[config.mk]
export PLATFORM = sky130hd
export DESIGN_NAME = uart_tx_arb_flat
export DESIGN_NICKNAME = d
export VERILOG_FILES = /design/src/rtl/uart_tx_arb_if.sv /design/src/rtl/uart_tx_arb.sv /design/src/flat_wrapper.sv
export SDC_FILE = /design/constraint.sdc
export NUM_CORES = 1
export LEC_CHECK = 0
export BUFFER_PORTS_ARGS = -buffer_cell sky130_fd_sc_hd__buf_2
export CAP_MARGIN = 5
export CORE_MARGIN = 3
export CORE_UTILIZATION = 50
export CTS_CLUSTER_DIAMETER = 40
export DETAILED_ROUTE_END_ITERATION = 10
export PLACE_DENSITY_LB_ADDON = 0.08
export SETUP_SLACK_MARGIN = 0.3
export SYNTH_ARGS = -nofsm -noshare
export SYNTH_HDL_FRONTEND = slang
export SYNTH_SLANG_ARGS = --single-unit
[constraint.sdc]
create_clock -name uart_clk -period 3 [get_ports uart_clk]
set_clock_uncertainty 0.15 [all_clocks]
set_input_delay 0.15 -clock uart_clk [delete_from_list [all_inputs] [get_ports uart_clk]]
set_output_delay 0.15 -clock uart_clk [all_outputs]
set_load 0.02 [all_outputs]
[src/rtl/uart_tx_arb_if.sv]
// Handshake bundle between NUM_REQ byte sources, the arbiter and uart_tx.
//   req_data/req_valid/req_last : per-source byte offers (source side drives)
//   req_ready                   : per-source accept (arbiter drives)
//   tx_data/tx_valid/grant_id   : output register toward uart_tx
//   tx_ready                    : uart_tx accept
//   busy                        : arbiter locked or output register full
interface uart_tx_arb_if #(
    parameter int unsigned NUM_REQ    = 4,
    parameter int unsigned DATA_WIDTH = 8
);
    localparam int unsigned ID_W = $clog2(NUM_REQ);

    logic [NUM_REQ*DATA_WIDTH-1:0] req_data;
    logic [NUM_REQ-1:0]            req_valid;
    logic [NUM_REQ-1:0]            req_last;
    logic [NUM_REQ-1:0]            req_ready;
    logic [DATA_WIDTH-1:0]         tx_data;
    logic                          tx_valid;
    logic                          tx_ready;
    logic [ID_W-1:0]               grant_id;
    logic                          busy;

    // Arbiter side
    modport slave (
        input  req_data, req_valid, req_last, tx_ready,
        output req_ready, tx_data, tx_valid, grant_id, busy
    );

    // Sources / transmitter side
    modport master (
        output req_data, req_valid, req_last, tx_ready,
        input  req_ready, tx_data, tx_valid, grant_id, busy
    );
endinterface

[src/rtl/uart_tx_arb.sv]
// Round-robin arbiter sharing one uart_tx between NUM_REQ byte sources.
// A granted source keeps the transmitter until req_last or MAX_BURST bytes.
// Ports:
//   uart_clk : clock
//   rst      : asynchronous active-high reset
//   bus      : uart_tx_arb_if slave modport (requester ports + uart_tx port)
module uart_tx_arb #(
    parameter int unsigned NUM_REQ    = 4,
    parameter int unsigned DATA_WIDTH = 8,
    parameter int unsigned MAX_BURST  = 16
) (
    input  logic          uart_clk,
    input  logic          rst,
    uart_tx_arb_if.slave  bus
);
    localparam int unsigned ID_W  = $clog2(NUM_REQ);
    localparam int unsigned CNT_W = $clog2(MAX_BURST + 1);

    localparam logic [0:0] IDLE = 1'b0;
    localparam logic [0:0] LOCK = 1'b1;

    logic [0:0]            state_q, state_d;
    logic [ID_W-1:0]       owner_q, owner_d;
    logic [ID_W-1:0]       last_owner_q, last_owner_d;
    logic [CNT_W-1:0]      burst_cnt_q, burst_cnt_d;
    logic [DATA_WIDTH-1:0] tx_data_q, tx_data_d;
    logic                  tx_valid_q, tx_valid_d;
    logic [ID_W-1:0]       grant_id_q, grant_id_d;
    logic                  busy_q, busy_d;

    logic                  load_en;
    logic                  have_sel;
    logic [ID_W-1:0]       sel;
    logic [ID_W-1:0]       cand;
    logic                  accept;
    logic                  release_c;
    logic [DATA_WIDTH-1:0] sel_data;
    logic [NUM_REQ-1:0]    req_ready_c;

    // Selection, handshake and next-state logic
    always_comb begin
        load_en      = !tx_valid_q || bus.tx_ready;
        have_sel     = 1'b0;
        sel          = owner_q;
        cand         = '0;
        req_ready_c  = '0;
        state_d      = state_q;
        owner_d      = owner_q;
        last_owner_d = last_owner_q;
        burst_cnt_d  = burst_cnt_q;
        tx_data_d    = tx_data_q;
        tx_valid_d   = tx_valid_q;
        grant_id_d   = grant_id_q;

        if (state_q == LOCK) begin
            have_sel = 1'b1;
        end else begin
            // First valid source after last_owner, wrapping modulo NUM_REQ
            for (int unsigned i = 0; i < NUM_REQ; i++) begin
                cand = ID_W'((32'(last_owner_q) + 32'd1 + i) % NUM_REQ);
                if (!have_sel && bus.req_valid[cand]) begin
                    have_sel = 1'b1;
                    sel      = cand;
                end
            end
        end

        if (!rst && have_sel) begin
            req_ready_c[sel] = load_en;
        end

        accept   = have_sel && bus.req_valid[sel] && load_en;
        sel_data = bus.req_data[32'(sel)*DATA_WIDTH +: DATA_WIDTH];
        // burst_cnt counts bytes already taken in this grant, so MAX_BURST-1 marks the final one
        release_c = bus.req_last[sel] || (burst_cnt_q == CNT_W'(MAX_BURST - 1));

        if (accept) begin
            tx_data_d  = sel_data;
            tx_valid_d = 1'b1;
            grant_id_d = sel;
            if (release_c) begin
                state_d      = IDLE;
                last_owner_d = sel;
                burst_cnt_d  = '0;
            end else begin
                state_d     = LOCK;
                owner_d     = sel;
                burst_cnt_d = burst_cnt_q + CNT_W'(1);
            end
        end else if (tx_valid_q && bus.tx_ready) begin
            tx_valid_d = 1'b0;
        end

        busy_d = (state_d == LOCK) || tx_valid_d;
    end

    // State and output registers
    always_ff @(posedge uart_clk or posedge rst) begin
        if (rst) begin
            state_q      <= IDLE;
            owner_q      <= '0;
            last_owner_q <= ID_W'(NUM_REQ - 1);
            burst_cnt_q  <= '0;
            tx_data_q    <= '0;
            tx_valid_q   <= 1'b0;
            grant_id_q   <= '0;
            busy_q       <= 1'b0;
        end else begin
            state_q      <= state_d;
            owner_q      <= owner_d;
            last_owner_q <= last_owner_d;
            burst_cnt_q  <= burst_cnt_d;
            tx_data_q    <= tx_data_d;
            tx_valid_q   <= tx_valid_d;
            grant_id_q   <= grant_id_d;
            busy_q       <= busy_d;
        end
    end

    assign bus.req_ready = req_ready_c;
    assign bus.tx_data   = tx_data_q;
    assign bus.tx_valid  = tx_valid_q;
    assign bus.grant_id  = grant_id_q;
    assign bus.busy      = busy_q;
endmodule

[src/flat_wrapper.sv]
// flat-port wrapper written by rule: the top's interface ports become plain ports
module uart_tx_arb_flat 
#(
    parameter int unsigned NUM_REQ    = 4,
    parameter int unsigned DATA_WIDTH = 8,
    parameter int unsigned MAX_BURST  = 16
)
  (uart_clk, rst, bus_req_data, bus_req_valid, bus_req_last, bus_tx_ready, bus_req_ready, bus_tx_data, bus_tx_valid, bus_grant_id, bus_busy);
  uart_tx_arb_if #(.NUM_REQ(NUM_REQ), .DATA_WIDTH(DATA_WIDTH)) bus_i ();
  input  logic uart_clk;
  input  logic rst;
  input wire logic [$bits(bus_i.req_data)-1:0] bus_req_data;
  input wire logic [$bits(bus_i.req_valid)-1:0] bus_req_valid;
  input wire logic [$bits(bus_i.req_last)-1:0] bus_req_last;
  input wire logic [$bits(bus_i.tx_ready)-1:0] bus_tx_ready;
  output wire logic [$bits(bus_i.req_ready)-1:0] bus_req_ready;
  output wire logic [$bits(bus_i.tx_data)-1:0] bus_tx_data;
  output wire logic [$bits(bus_i.tx_valid)-1:0] bus_tx_valid;
  output wire logic [$bits(bus_i.grant_id)-1:0] bus_grant_id;
  output wire logic [$bits(bus_i.busy)-1:0] bus_busy;
  assign bus_i.req_data = bus_req_data;
  assign bus_i.req_valid = bus_req_valid;
  assign bus_i.req_last = bus_req_last;
  assign bus_i.tx_ready = bus_tx_ready;
  assign bus_req_ready = bus_i.req_ready;
  assign bus_tx_data = bus_i.tx_data;
  assign bus_tx_valid = bus_i.tx_valid;
  assign bus_grant_id = bus_i.grant_id;
  assign bus_busy = bus_i.busy;
  uart_tx_arb #(.NUM_REQ(NUM_REQ), .DATA_WIDTH(DATA_WIDTH), .MAX_BURST(MAX_BURST)) u_core (.uart_clk(uart_clk), .rst(rst), .bus(bus_i));
endmodule
==> metrics.yaml <==
setup_path:
  slowest_stage: "dfstp_2"
  r2r_setup_slack_ns: 0.34
  reg2reg_depth: 10
  setup.worst_path.start: "u_core.last_owner_q[1]$_DFFE_PP1P_"
  worstSetupStartpointType: "register"
  cp.arrival_ns: 2.74
  max_stage_delay_ns: 0.63
  worst_ep_required_time_ns: 3.08
  regToRegStartpoint: "u_core.last_owner_q[1]$_DFFE_PP1P_"
  crit_top_cell: "buf_4"
  cp-endpoint: "u_core.burst_cnt_q[3]$_DFFE_PP0N_"
  cp_max_fo: 8
  crit_type: "register to register"
  cp-end-kind: "register"
  reg2reg_to: "u_core.burst_cnt_q[3]$_DFFE_PP0N_"
  crit_chain: "buf_4 > nor2b_1 > nor3_2 > o31ai_4 > and2_4 > buf_4 > a211oi_4 > buf_4 > or4b_1 > o221ai_1"
grt:
  grt_max_degree: 23
  busiest_layer: "met2"
  grt_pass1_wl_um: 6280
  met1_usage_pct: 25.7
  grt_pass1_vias: 1340
  antenna_found_initial: 0
  overflow: 0
  grt_usage_pct: 19.7
  grt.met2_usage_pct: 33.6
  grtUsageMet3_pct: 2.50
synthesis:
  yosys_warnings: 0
  syn_inst: 144
  avgSynthCellArea_um2: 11.4
  synth-main-ff-cell: "dfrtp_1"
  yosysSeqAreaShare_pct: 33.6
  netlist.top_cell.by_area: "dfrtp_1"
  synth-edff-count: 0
  synthArstFlopShare_pct: 100
  syn-num-nets: 189
  synthTopCellsByArea: "dfrtp_1 (30%), mux4_2 (6.8%), mux4_1 (6.4%), mux2_4 (5.5%), buf_6 (4.1%)"
  yosys-mux-area-fraction_pct: 25.4
  synth_top_area_share_pct: 30.4
  synth_top_family_by_area: "multiplexers"
  ys_ff_latch: 22
  yosysUniqueCellTypes: 53
  synth-adder-area-share_pct: 1.52
  synth-xor-area-share_pct: 0
  synthSimpleGateAreaFrac_pct: 11.6
  syn_area_mm2: 0.00165
  synth_compound_area_share_pct: 18.5
worst_hold_path:
  min_path_type: "input pin to register"
pwr:
  p_comb_share_pct: 71.5
  powerDensity_mw_per_mm2: 1210
  switchingPower_uw: 1060
  peakVddDrop_v: 0.000603
  seq_power_share_pct: 21.9
  p_leak_uw: 0.00104
  p_sw_share_pct: 40.6
  intPower_uw: 1550
  clkPwrFrac_pct: 6.5
clock_tree:
  clockRootBuffer: "clkbuf_4"
  cts_buffer_depth: 2
  cts_made_buffers: 3
  clkLatencyLatePin_ns: 0.31
  clk_pin_slew_ns: 0.13
  cts_sinks: 22
  tritoncts: "built"
  cts_htree_levels: 1
place:
  hpwl_um: 2890
  port-buffer-count: 58
  place_congestion: 0.866
routing:
  drc_errors: 0
  first_pass_iters: 4
  drtIter0Drc: 66
  wl_um: 4100
  num_vias: 1427
  viasPerCell: 5.47
  final_antenna_net_count: 0
  wl_per_cell_um: 15.7
floorplan:
  coreArea_mm2: 0.00310
  die_area_mm2: 0.00402
  initial_core_util_pct: 53.1
  rows: 20
  dieHeight_um: 63.4
  io-pin-count: 59
  die_w_um: 63.4
sta:
  fin_crit_ns: 2.66
  setup_viol: 0
  worst_slew_pin_slew_ns: 0.874
  max_freq_mhz: 376
  fin_tns_setup_ns: 0
  rsz0062_at_grt: "yes"
  slew_headroom_pct: 41.6
  min_period_over_period_pct: 88.7
  hold_viol_final: 0
  holdWs_ns: 0.111
  slew_viol_final: 0
final_layout:
  nFillCells: 260
  final_cell_mix: "buf_2 (57), buf_4 (19), dfrtp_1 (19), inv_1 (12), nor2_1 (12)"
  final_common_cell: "buf_2"
  antenna_cells: 0
  nets: 263
  syn2layout_area_growth_pct: 30.5
  drive_above_1_share_pct: 56.2
outcome:
  outcome: "finished, final reports clean"
run:
  cap_viol_max_count: 0
flip-flops by register name, indices dropped and copies added (netlist names):
register	count
u_core.burst_cnt_q	5
u_core.bus.busy	1
u_core.last_owner_q	2
u_core.state_q	1
u_core.bus.tx_valid	1
u_core.bus.tx_data	8
u_core.owner_q	2
u_core.bus.grant_id	2
final cells by class:
type                            instances  area, um2  area share [%]
Timing Repair Buffer                   80        479            22.3
Multi-Input combinational cell         99        980            45.6
Inverter                               12       45.0            2.10
Sequential cell                        22        554            25.8
Tap cell                               44       55.1            2.56
Clock buffer                            4       36.3            1.69
cell families after synthesis:
family,count (synthesis)
mux,25
buf+inv,23
compound gates,35
flops,22
simple gates,37
fa+ha+maj,2
timing repair:
item / in CTS / in global routing
hold buffers: 1 / 0
pin swaps: 1 / 6
hold endpoints to repair: 20 / 0
setup endpoints to repair: 16 / 17
buffers inserted: 8 / 8
resized for setup: 2 / 15
through the flow:
step	total power [uW]	util, %	worst slack [ns]	instance area, um2	std cells
2_1_floorplan	1830	-	0.446	1650	144
4_1_cts	2410	65.6	0.324	2030	253
3_5_place_dp	2120	61.9	0.146	1920	240
5_1_grt	2790	69.3	0.212	2150	261
3_3_place_gp	2060	61.9	0.243	1920	240
6_report	2610	69.3	0.338	2150	261
worst max-delay path, delay by kind of cell (launching register included):
kind                   cells  cell delay (ns)
AND/OR/NAND/NOR            4             0.92
buffers and inverters      3             0.45
flip-flops                 1             0.63
AO/OA/AOI/OAI              3             0.43
cell usage after synthesis (4+ instances only):
library cell / number
dfrtp_1: 20
nor2_1: 13
inv_1: 12
buf_6: 6
mux2_4: 6
nand2_1: 6
mux2_2: 5
mux4_2: 5
mux2i_1: 4
mux4_1: 4
nor2b_1: 4
o21ai_0: 4
power groups by stage:
stage	Clock (uW)	Sequential [uW]	Combinational, uW
global route	190	593	2010
floorplan	0	645	1190
finish	171	572	1860
CTS	171	569	1670
global placement	0	595	1470
detailed placement	0	603	1510
worst min-delay path by stage:
stage / start / cells after the start / endpoint
6_report: bus_req_data[19] / 3 / u_core.bus.tx_data[3]$_DFFE_PP0N_
5_1_grt: bus_req_data[12] / 3 / u_core.bus.tx_data[4]$_DFFE_PP0N_
4_1_cts: bus_req_valid[2] / 3 / u_core.bus.grant_id[1]$_DFFE_PP0N_
3_5_place_dp: rst / 2 / u_core.bus.tx_data[3]$_DFFE_PP0N_
3_3_place_gp: rst / 2 / u_core.bus.tx_data[3]$_DFFE_PP0N_
2_1_floorplan: rst / 1 / u_core.burst_cnt_q[0]$_DFFE_PP0N_
metal layers:
metal / share of wire, % / wire length [um]
met1: 40 / 1640
met2: 53 / 2180
met3: 5.7 / 235
met4: 0.93 / 38
met5: 0 / 0
Note: power is estimated with default switching activity, not from simulation.
